`src/rtl/int_status_latch.sv`:
```
// int_status_latch
//   Turns rising edges on NSRC interrupt sources into per-source pending bits.
//   A CPU-written mask gates which edges are captured. The block raises one
//   prioritised request (irq/irq_vec) and holds it until the CPU acks it.
//   A single register write port does two things at once: it loads the mask
//   and clears pending bits (write one to clear).
//
// Ports
//   clk      system clock; all state changes on the rising edge
//   reset    synchronous reset, active high; overrides every other input
//   src      interrupt source levels, synchronous to clk
//   wr_en    one-cycle register write strobe
//   wr_data  [NSRC-1:0]      = new mask
//            [2*NSRC-1:NSRC] = clear-pending bits (1 = clear)
//   rd_data  registered {mask, pending}; pending is in the low NSRC bits
//   irq      registered interrupt request to the CPU
//   irq_vec  index of the serviced source; valid and stable while irq=1
//   ack      one-cycle CPU acknowledge; only acts while the request is up

// One pending bit. If set and clear arrive in the same cycle, set wins, so an
// edge that lands together with its own clear is not lost.
module int_pend_bit (
    input  logic clk,
    input  logic reset,
    input  logic set,
    input  logic clr,
    output logic q
);
    always_ff @(posedge clk) begin
        if (reset)    q <= 1'b0;
        else if (set) q <= 1'b1;
        else if (clr) q <= 1'b0;
    end
endmodule

module int_status_latch #(
    parameter int NSRC = 5,
    parameter int VW   = 3
) (
    input  logic              clk,
    input  logic              reset,
    input  logic [NSRC-1:0]   src,
    input  logic              wr_en,
    input  logic [2*NSRC-1:0] wr_data,
    output logic [2*NSRC-1:0] rd_data,
    output logic              irq,
    output logic [VW-1:0]     irq_vec,
    input  logic              ack
);
    typedef enum logic [1:0] {IDLE, REQ, GAP} state_t;

    state_t            state, state_n;
    logic [NSRC-1:0]   src_q, mask, pending, active, edge_det;
    logic [VW-1:0]     first_idx;
    logic              ack_take;

    // An edge is captured with the mask that was in force before this edge.
    // A mask written in the same cycle only affects later edges.
    assign edge_det = src & ~src_q;
    assign active   = pending & mask;
    assign rd_data  = {mask, pending};

    always_ff @(posedge clk) begin
        if (reset) begin
            src_q <= '0;
            mask  <= '0;
        end else begin
            src_q <= src;
            if (wr_en) mask <= wr_data[NSRC-1:0];
        end
    end

    for (genvar i = 0; i < NSRC; i++) begin : g_pend
        int_pend_bit u_pend (
            .clk   (clk),
            .reset (reset),
            .set   (edge_det[i] & mask[i]),
            .clr   ((wr_en & wr_data[NSRC+i]) | (ack_take && irq_vec == VW'(i))),
            .q     (pending[i])
        );
    end

    // Lowest active index wins. Scanning downward lets the last hit stand.
    always_comb begin
        first_idx = '0;
        for (int i = NSRC - 1; i >= 0; i--)
            if (active[i]) first_idx = VW'(i);
    end

    always_comb begin
        state_n  = state;
        ack_take = 1'b0;
        case (state)
            IDLE: if (active != '0) state_n = REQ;
            // Mask changes and W1C do not retract a raised request.
            // Only ack ends it.
            REQ:  if (ack) begin
                      ack_take = 1'b1;
                      state_n  = GAP;
                  end
            GAP:  state_n = IDLE;
            default: state_n = IDLE;
        endcase
    end

    always_ff @(posedge clk) begin
        if (reset) begin
            state   <= IDLE;
            irq     <= 1'b0;
            irq_vec <= '0;
        end else begin
            state <= state_n;
            irq   <= (state_n == REQ);
            // irq_vec is frozen for as long as the request is up.
            if (state == IDLE && active != '0) irq_vec <= first_idx;
        end
    end
endmodule

```
`config.mk`:
```
export PLATFORM = sky130hd
export DESIGN_NAME = int_status_latch
export DESIGN_NICKNAME = d
export VERILOG_FILES = /design/src/rtl/int_status_latch.sv
export SDC_FILE = /design/constraint.sdc
export NUM_CORES = 1
export LEC_CHECK = 0
export ABC_AREA = 1
export BUFFER_PORTS_ARGS = -buffer_cell sky130_fd_sc_hd__buf_2
export CELL_PAD_IN_SITES_DETAIL_PLACEMENT = 2
export CELL_PAD_IN_SITES_GLOBAL_PLACEMENT = 2
export CORE_ASPECT_RATIO = 0.75
export CORE_MARGIN = 10
export CORE_UTILIZATION = 26
export CTS_CLUSTER_DIAMETER = 80
export DETAILED_ROUTE_END_ITERATION = 10
export PLACE_DENSITY = 0.78
export SYNTH_ARGS = -nofsm -noshare
export SYNTH_HDL_FRONTEND = slang
export SYNTH_SLANG_ARGS = --single-unit
```
`constraint.sdc`:
```
create_clock -name clk -period 1.4 [get_ports clk]
set_clock_uncertainty 0.2 [all_clocks]
set_input_delay 0.21 -clock clk [delete_from_list [all_inputs] [get_ports clk]]
set_output_delay 0.21 -clock clk [all_outputs]
set_load 0.01 [all_outputs]
```
# ---- Word-level counts from Yosys, hierarchy flattened
# Index checks and enable logic that the tools add are counted.
dict set report word_totals {
  regBits 21
  input_bits 19
  out_inout_bits 14
  wordCells 68
}
dict set report op_classes {
  n_eq_ne 6
  mux 20
  n_bitwise 18
  n_reduce_logical 14
}
# operator count
set op_table {}
lappend op_table {{$mux 3} 5}
lappend op_table {{$mux 1} 12}
lappend op_table {{$and 1x1->1} 10}
lappend op_table {{$and 5x5->5} 2}
lappend op_table {{$reduce_bool 2->1} 5}
lappend op_table {{$eq 3x2->1 const B} 2}
lappend op_table {{$logic_and 1x1->1} 6}
lappend op_table {{$not 5->5} 1}
lappend op_table {{$or 1x1->1} 5}
lappend op_table {{$reduce_bool 5->1} 1}
lappend op_table {{$eq 2x1->1 const B} 2}
lappend op_table {{$mux 2} 2}
lappend op_table {{$pmux 2 s2} 1}
lappend op_table {{$eq 3x1->1 const B} 1}
lappend op_table {{$eq 3x3->1 const B} 1}
lappend op_table {{$logic_not 3->1} 1}
lappend op_table {{$logic_not 2->1} 1}

# ---- Logic depth before layout (Yosys ltp)
# Gate-level depths: netlist of the first run.
dict set report depth {
  depth_word 6
  depth_mapped 8
  depth_no_buf 8
}

# ---- Modules after synthesis
# Synthesis of the first run repeated with hierarchy kept, for this count alone.
dict set report unflattened {
  cells_unflattened 126
  area_unflattened_um2 925.9
}
# mod n_inst cells_each area_per_inst_um2 seq_area_each_um2
set by_module_without_submodules {}
lappend by_module_without_submodules {int_status_latch 1 101 725.7 320.3}
lappend by_module_without_submodules {int_pend_bit 5 5 40.0 20.0}

# ---- Least setup slack after synthesis of the first run
# Ideal clock, no wire load.
dict set report synth_timing {
  kind {register to register}
  startpoint {register mask[0]}
  endpoint {register irq_vec[0]}
  setup_ns 0.114
  arrival_time_ns 0.868
  required_ns 1.086
  setup_slack_ns 0.218
  path_stages_with_launch 8
  path_buffers 0
  cell_sequence {dfxtp_1 > nand2_1 > nand2_1 > nor2_1 > nand2_1 > nand2_2 > nor2_1 > nor2_2}
}
dict set report synth_between {
  elab_chain_cells 3
}
# item line
set synth_lines {}
lappend synth_lines {{start: declaration} 53} ;# logic [NSRC-1:0] src_q, mask, pending, active, edge_det;
lappend synth_lines {{start signal: assignment} 69} ;# if (wr_en) mask <= wr_data[NSRC-1:0];
lappend synth_lines {{$and 5x5->5 (*)} 60} ;# assign active = pending & mask;
lappend synth_lines {{$reduce_bool 5->1} 115} ;# if (state == IDLE && active != '0) irq_vec <= first_idx;
lappend synth_lines {{$logic_and 1x1->1} 115}
lappend synth_lines {{end signal: assignment} 115}
lappend synth_lines {{end: declaration} 47} ;# output logic [VW-1:0] irq_vec,
# Mark *: on every way between the ends. The rest lies on a longest branch, timed or not.
# A chain may end at the register's enable or synchronous reset.

==> results of run 1 <==
critical path, delay by kind of cell:
| family | cells | cell delay, ps |
|---|---|---|
| buffers and inverters | 3 | 830 |
| and+or+nand+nor | 3 | 290 |
cell usage after synthesis:
master and instances:
dfxtp_1 21, nor2_1 20, nand2_1 15, inv_1 11, nand4_1 7, nand2_2 6, nand3_1 6, a21oi_1 5
buf_4 5, o21ai_0 5, nand3b_1 3, a21boi_0 2, buf_2 2, nor2_4 2, o21ai_2 2, a21boi_1 1
and3_1 1, bufinv_8 1, inv_2 1, nor2_2 1, o21ai_1 1
layout make-up:
type	instances	area [sq um]	area share [%]
clock buffers	3	41.3	3.31
clock inverters	1	5.00	0.401
inverters	13	62.6	5.02
multi-input cells	77	400	32.1
flip-flops and latches	21	420	33.7
well taps	40	50.0	4.01
repair buffers	43	268	21.5
metrics by stage:
| stage | worst slack [ps] | std cells | hold WS, ps |
|---|---|---|---|
| finish | 63.8 | 198 | 1.02 |
| global route | 0.934 | 198 | 2.09 |
| CTS | 39.2 | 198 | 7.71 |
| detailed placement | 143 | 184 | 229 |
| global placement | 201 | 184 | 217 |
| floorplan | 218 | 118 | 92.5 |
registers in the layout, indices dropped and copies added, names as in the netlist:
signal / cells
mask: 5
irq: 1
src_q: 5
irq_vec: 3
state: 2
g_pend.u_pend.q: 5
timing repair:
action,CTS,global route
setup buffers,0,0
resized for setup,0,2
setup endpoints to repair,0,2
endpoints found under the hold margin,9,0
hold buffers,10,0
power by group through the flow:
stage	logic (mW)	clock network, mW	registers [mW]
2_1_floorplan	0.0905	0	0.669
3_3_place_gp	0.154	0	0.665
3_5_place_dp	0.161	0	0.667
4_1_cts	0.183	0.424	0.654
5_1_grt	0.204	0.456	0.659
6_report	0.181	0.405	0.653
cells by family after synthesis:
kind of cell | count (synthesis) | synth area share, %
buffers and inverters | 20 | 11.9
AOI/OAI and AO/OA | 16 | 10.3
and+or+nand+nor | 61 | 32.4
DFF | 21 | 45.4
layer usage:
metal  track usage (%)  vias to the layer above
li1                  -                      454
met1              11.4                      450
met2              16.4                       20
met3              3.73                        4
met4              2.68                        0
met5                 0                        -
path summary, 6_finish.rpt:
| check | to | slack [ps] |
|---|---|---|
| worst max-delay path | g_pend[1].u_pend.q$_SDFFE_PP0P_ | 60 |
| worst min-delay path | mask[4]$_SDFFE_PP0P_ | 1 |
| worst max register to register | irq_vec[0]$_SDFFE_PP0P_ | 130 |
| worst min register to register | g_pend[0].u_pend.q$_SDFFE_PP0P_ | 300 |
==> summary.txt, run 1 <==
Run status
  – Outcome: complete, no violations

Global routing
  – Number of global-route vias before repair: 1037
  – Grt total ovfl: 0
  – GRT Overall Usage: 9.82%
  – First-pass GRT wire length: 4880 um
  – Maximum number of pins on one net before global-route repair: 13
  – Initial antenna violation count: 0

Floorplanning
  – Die H: 71.7 um
  – Core area: 0.00336 sq mm
  – Die area: 0.00637 sq mm
  – Starting Density: 27.6%
  – Boundary Pins: 33
  – Die X: 88.9 um
  – Std cell rows: 18

Timing
  – Max-slew violation count: 0
  – Max-slew headroom: 83.0%
  – Setup TNS: 0 ps
  – Minimum clock period: 1340 ps
  – Slew @ Worst Pin: 253 ps
  – RSZ-0062 raised after global routing: false
  – Fin crit share: 95.4%
  – Final Hold Viols: 0
  – Max Clk Rate: 748 MHz
  – Final Setup Violations: 0

Pwr
  – Power Internal: 912 uW
  – Seq pwr share: 52.7%
  – Leakage: 0.608 nW
  – Switching Fraction: 26.3%
  – Combinational power share: 14.6%
  – Total power: 1.24 mW
  – Worst vdd ir: 0.537 mV
  – Pwr per Cell Area: 993 mW/mm^2
  – Clock power share: 32.7%
  – Psw: 326 uW

Setup path
  – Kind of critical path: in -> reg
  – Max incr delay on CP: 530 ps
  – Worst reg2reg path startpoint: mask[1]$_SDFFE_PP0P_
  – Req. time, crit path: 1410 ps
  – Worst-path maximum fanout: 10
  – CP startpoint: reset
  – Crit start category: input pin
  – Arrival time of the worst setup path: 1350 ps
  – Crit-path cells: dlygate4sd3_1, buf_2, buf_4, nor2_2, nand3b_1, nand2_1
  – Critical Path Sink Type: register
  – FF-to-FF path depth: 7
  – Slowest CP cell: dlygate4sd3_1

Place
  – Routability Congestion: 0.764
  – Placed Area: 0.00110 sq mm
  – Port Buffers: 32
  – DP Wirelength: 2280 um

Finish
  – ANT cells: 0
  – Fill count: 378
  – Layout cell share with drive strength beyond 1: 32.9%
  – Most frequent cells in the layout: 32 x buf_2, 21 x dfxtp_1, 18 x nor2_1
  – Final core utilization: 37.2%
  – Layout area overhead: 34.7%
  – Final Cell Area: 0.00125 sq mm
  – Layout Nets: 178
  – Commonest non-fill, non-tap cell in the layout: buf_2

Route
  – Metal2 WL: 1440 um
  – DR top layer: met4
  – Met3 wire len: 128 um
  – M1 WL: 1310 um
  – DRT Pass-1 Iters: 4
  – Vias: 928
  – Final ANT Viol Nets: 0
  – WL per Instance: 14.7 um
  – DRC violations left: 0
  – Starting DRT DRC Count: 21
  – Total wire length: 2900 um
  – Vias per cell: 4.69

Clock network
  – TritonCTS sink count: 21
  – Root Driver: clkbuf_8
  – Total CTS buffers: 3
  – Clk pin slew, worst setup/hold paths: 80 ps
  – CTS tree: yes
  – H-tree depth: 1
  – Clock Latency Late Sink: 260 ps
  – Clock Tree Buf Depth: 2

Flow run
  – Max-capacitance violation count: 0

Synth
  – Top post-synthesis cells by area: dfxtp_1 45%, nor2_1 8.1%, nand2_1 6.1%
  – Synth cell types: 21
  – Ys Warns: 0
  – Synthesized area per cell: 7.85 sq um
  – Yosys reg bits: 21
  – Synth Cell Area: 926 sq um
  – Post-synthesis net count: 137
  – Seq/Total Area, Yosys: 45.4%
  – Mapped Cells: 118
  – Post-synth top area share: 45.4%
  – Yosys top cell by area: dfxtp_1

Min path
  – Hold WC Path Type: in -> reg
  – HP Start: wr_data[4]
  – Hold path depth: 3
Note: power is estimated with default switching activity, not from simulation.
==> run 2, diff against run 1 <==
--- a/config.mk
+++ b/config.mk
@@ -14,7 +14,7 @@
 export CORE_UTILIZATION = 26
 export CTS_CLUSTER_DIAMETER = 80
 export DETAILED_ROUTE_END_ITERATION = 10
-export PLACE_DENSITY = 0.78
+export PLACE_DENSITY_LB_ADDON = 0.15
 export SYNTH_ARGS = -nofsm -noshare
 export SYNTH_HDL_FRONTEND = slang
 export SYNTH_SLANG_ARGS = --single-unit
==> summary.txt, run 2 (same netlist as run 1, synthesis figures left out) <==
Finish
  – ANT cells: 0 (unchanged)
  – Area of the multi-input gates: 395 sq um (-1.3%)
  – Biggest regs: g_pend.u_pend.q x5, mask x5, src_q x5
  – Layout Nets: 178 (unchanged)
  – Final Cell Area: 0.00124 sq mm (-0.20%)
  – Fill count: 403 (+6.6%)
  – Layout cell share with drive strength beyond 1: 32.9% (unchanged)
  – Commonest non-fill, non-tap cell in the layout: buf_2
  – Layout area overhead: 34.5%
  – FF+latch area: 424 sq um (+0.89%)
  – Most frequent cells in the layout: 32 x buf_2, 20 x nor2_1, 18 x dfxtp_1

Setup path
  – Reg-to-reg slack, setup: 120 ps (about the same)
  – Cell family with most CP delay: simple AND/OR/NAND/NOR gates
  – Worst-path maximum fanout: 4 (-6)
  – Buf/Inv on CP: 0 (-3)
  – Req. time, crit path: 1360 ps (-50 ps)
  – Slowest CP cell: dfxtp_1
  – FF-to-FF path depth: 7 (unchanged)
  – Crit start category: register
  – Arrival time of the worst setup path: 1230 ps (-120 ps)
  – FF-to-FF End: irq_vec[0]$_SDFFE_PP0P_
  – Kind of critical path: reg -> reg
  – Worst reg2reg path startpoint: g_pend[1].u_pend.q$_SDFFE_PP0P_
  – Max incr delay on CP: 380 ps (-150 ps)
  – Crit-path cells: nand2_1, nand2_1, nor2_1, nand2_1, nand2_2, nor2_1, nor2_2
  – Worst path most repeated cell: nand2_1
  – Critical Path Sink Type: register

Route
  – Final ANT Viol Nets: 0 (unchanged)
  – Vias per cell: 4.55 (-3.0%)
  – WL per Instance: 15.0 um (+2.4%)
  – Vias: 900 (-3.0%)
  – DRT Pass-1 Iters: 4 (unchanged)
  – Starting DRT DRC Count: 32 (+52%)
  – Total wire length: 2970 um (+2.4%)
  – DRC violations left: 0 (unchanged)

Min path
  – Hold path depth: 2 (-1)
  – HP Start: reset
  – Hold WC Path Type: in -> reg
  – Hold endpoint: src_q[3]$_SDFF_PP0_

Flow run
  – Max-capacitance violation count: 0 (unchanged)

Timing
  – Slew @ Worst Pin: 235 ps (-17.5 ps)
  – Final Hold Viols: 0 (unchanged)
  – Final Setup Violations: 0 (unchanged)
  – RSZ-0062 raised after global routing: false
  – Worst setup margin: 125 ps (+61.2 ps)
  – Hold_ws: 2.20 ps (+1.18 ps)
  – Minimum clock period: 1280 ps (-61.2 ps)
  – Max-slew violation count: 0 (unchanged)
  – Max-slew headroom: 84.2% (+1.2 points)
  – Max Clk Rate: 784 MHz (+4.8%)
  – Setup TNS: 0 ps (unchanged)
  – Fin crit share: 91.1% (-4.4 points)

Clock network
  – Clock Tree Buf Depth: 2 (unchanged)
  – Root Driver: clkbuf_8
  – CTS tree: yes
  – H-tree depth: 1 (unchanged)
  – Total CTS buffers: 3 (unchanged)
  – Clk pin slew, worst setup/hold paths: 80 ps (about the same)
  – TritonCTS sink count: 21 (unchanged)
  – Setup Buffers After CTS: 0 (unchanged)
  – Clock Latency Late Sink: 260 ps (about the same)

Place
  – DP Wirelength: 2370 um (+4.3%)
  – Routability Congestion: 0.835 (+9.3%)
  – Placed Area: 0.00110 sq mm (unchanged)
  – Pre-CTS setup slack: 106 ps (-37.3 ps)
  – Port Buffers: 32 (unchanged)

Pwr
  – Total power: 1.23 mW (-0.50%)
  – Leakage: 0.606 nW (-0.29%)
  – Worst vdd ir: 0.475 mV (-12%)
  – Pwr per Cell Area: 990 mW/mm^2 (-0.30%)

Floorplanning
  – Die area: 0.00637 sq mm (unchanged)
  – Starting Density: 27.6% (unchanged)
  – Boundary Pins: 33 (unchanged)
  – Std cell rows: 18 (unchanged)
  – Core area: 0.00336 sq mm (unchanged)
  – Die H: 71.7 um (unchanged)
  – Die X: 88.9 um (unchanged)

Global routing
  – Number of global-route vias before repair: 983 (-5.2%)
  – Grt total ovfl: 0 (unchanged)
  – Maximum number of pins on one net before global-route repair: 12 (-1)
  – GRT Overall Usage: 9.70% (-0.11 points)
  – First-pass GRT wire length: 4910 um (+0.70%)
  – Initial antenna violation count: 0 (unchanged)

Run status
  – Outcome: complete, no violations
==> run 2: changes by cell type in the layout (fill, tap and decap cells not counted) <==
| cell | delta |
|---|---|
| nor2_2 | -2 |
| dfxtp_2 | +3 |
| nor2_1 | +2 |
| dfxtp_1 | -3 |
| clkbuf_1 | +1 |
| clkinv_2 | -1 |
==> run 2: final cells by class <==
cell class                      instances  area share, %
Sequential cell                        21           34.1
Multi-Input combinational cell         77           31.8
Inverter                               13           5.03
Timing Repair Buffer                   43           21.5
Tap cell                               40           4.02
Clock buffer                            4           3.62
==> run 2: how the worst max path moves through the flow <==
stage,startpoint,end,slack (ps),cells past startpoint
finish,g_pend[1].u_pend.q$_SDFFE_PP0P_,irq_vec[0]$_SDFFE_PP0P_,120,7
global route,mask[2]$_SDFFE_PP0P_,irq_vec[0]$_SDFFE_PP0P_,10,7
CTS,mask[3]$_SDFFE_PP0P_,irq_vec[0]$_SDFFE_PP0P_,90,7
detailed placement,mask[3]$_SDFFE_PP0P_,irq_vec[0]$_SDFFE_PP0P_,110,7
global placement,mask[3]$_SDFFE_PP0P_,irq_vec[0]$_SDFFE_PP0P_,140,7
floorplan,mask[0]$_SDFFE_PP0P_,irq_vec[0]$_SDFFE_PP0P_,220,7
==> run 2: layer usage <==
layer,wire length [um],share of wire [%],track usage (%)
met1,1270,43,11.2
met2,1500,51,16.9
met3,191,6.4,3.50
met4,13,0.44,1.61
met5,0,0,0
==> run 2: stage by stage <==
| step | util (%) | cells |
|---|---|---|
| after CTS | 37.0 | 198 |
| after floorplan | - | 118 |
| after global placement | 32.7 | 184 |
| after global routing | 37.1 | 198 |
| final | 37.1 | 198 |
| after detailed placement | 32.7 | 184 |
==> run 2: power breakdown <==
part | internal, mW | switching, mW | leakage [nW]
clock network | 0.203 | 0.197 | 0.0228
registers | 0.629 | 0.0265 | 0.173
logic | 0.0854 | 0.0914 | 0.410
==> run 2: timing repair <==
| item | in CTS | in global routing |
|---|---|---|
| hold buffers | 10 | 0 |
| gates resized for setup | 0 | 3 |
| setup endpoints to repair | 0 | 1 |
| hold endpoints to repair | 10 | 0 |
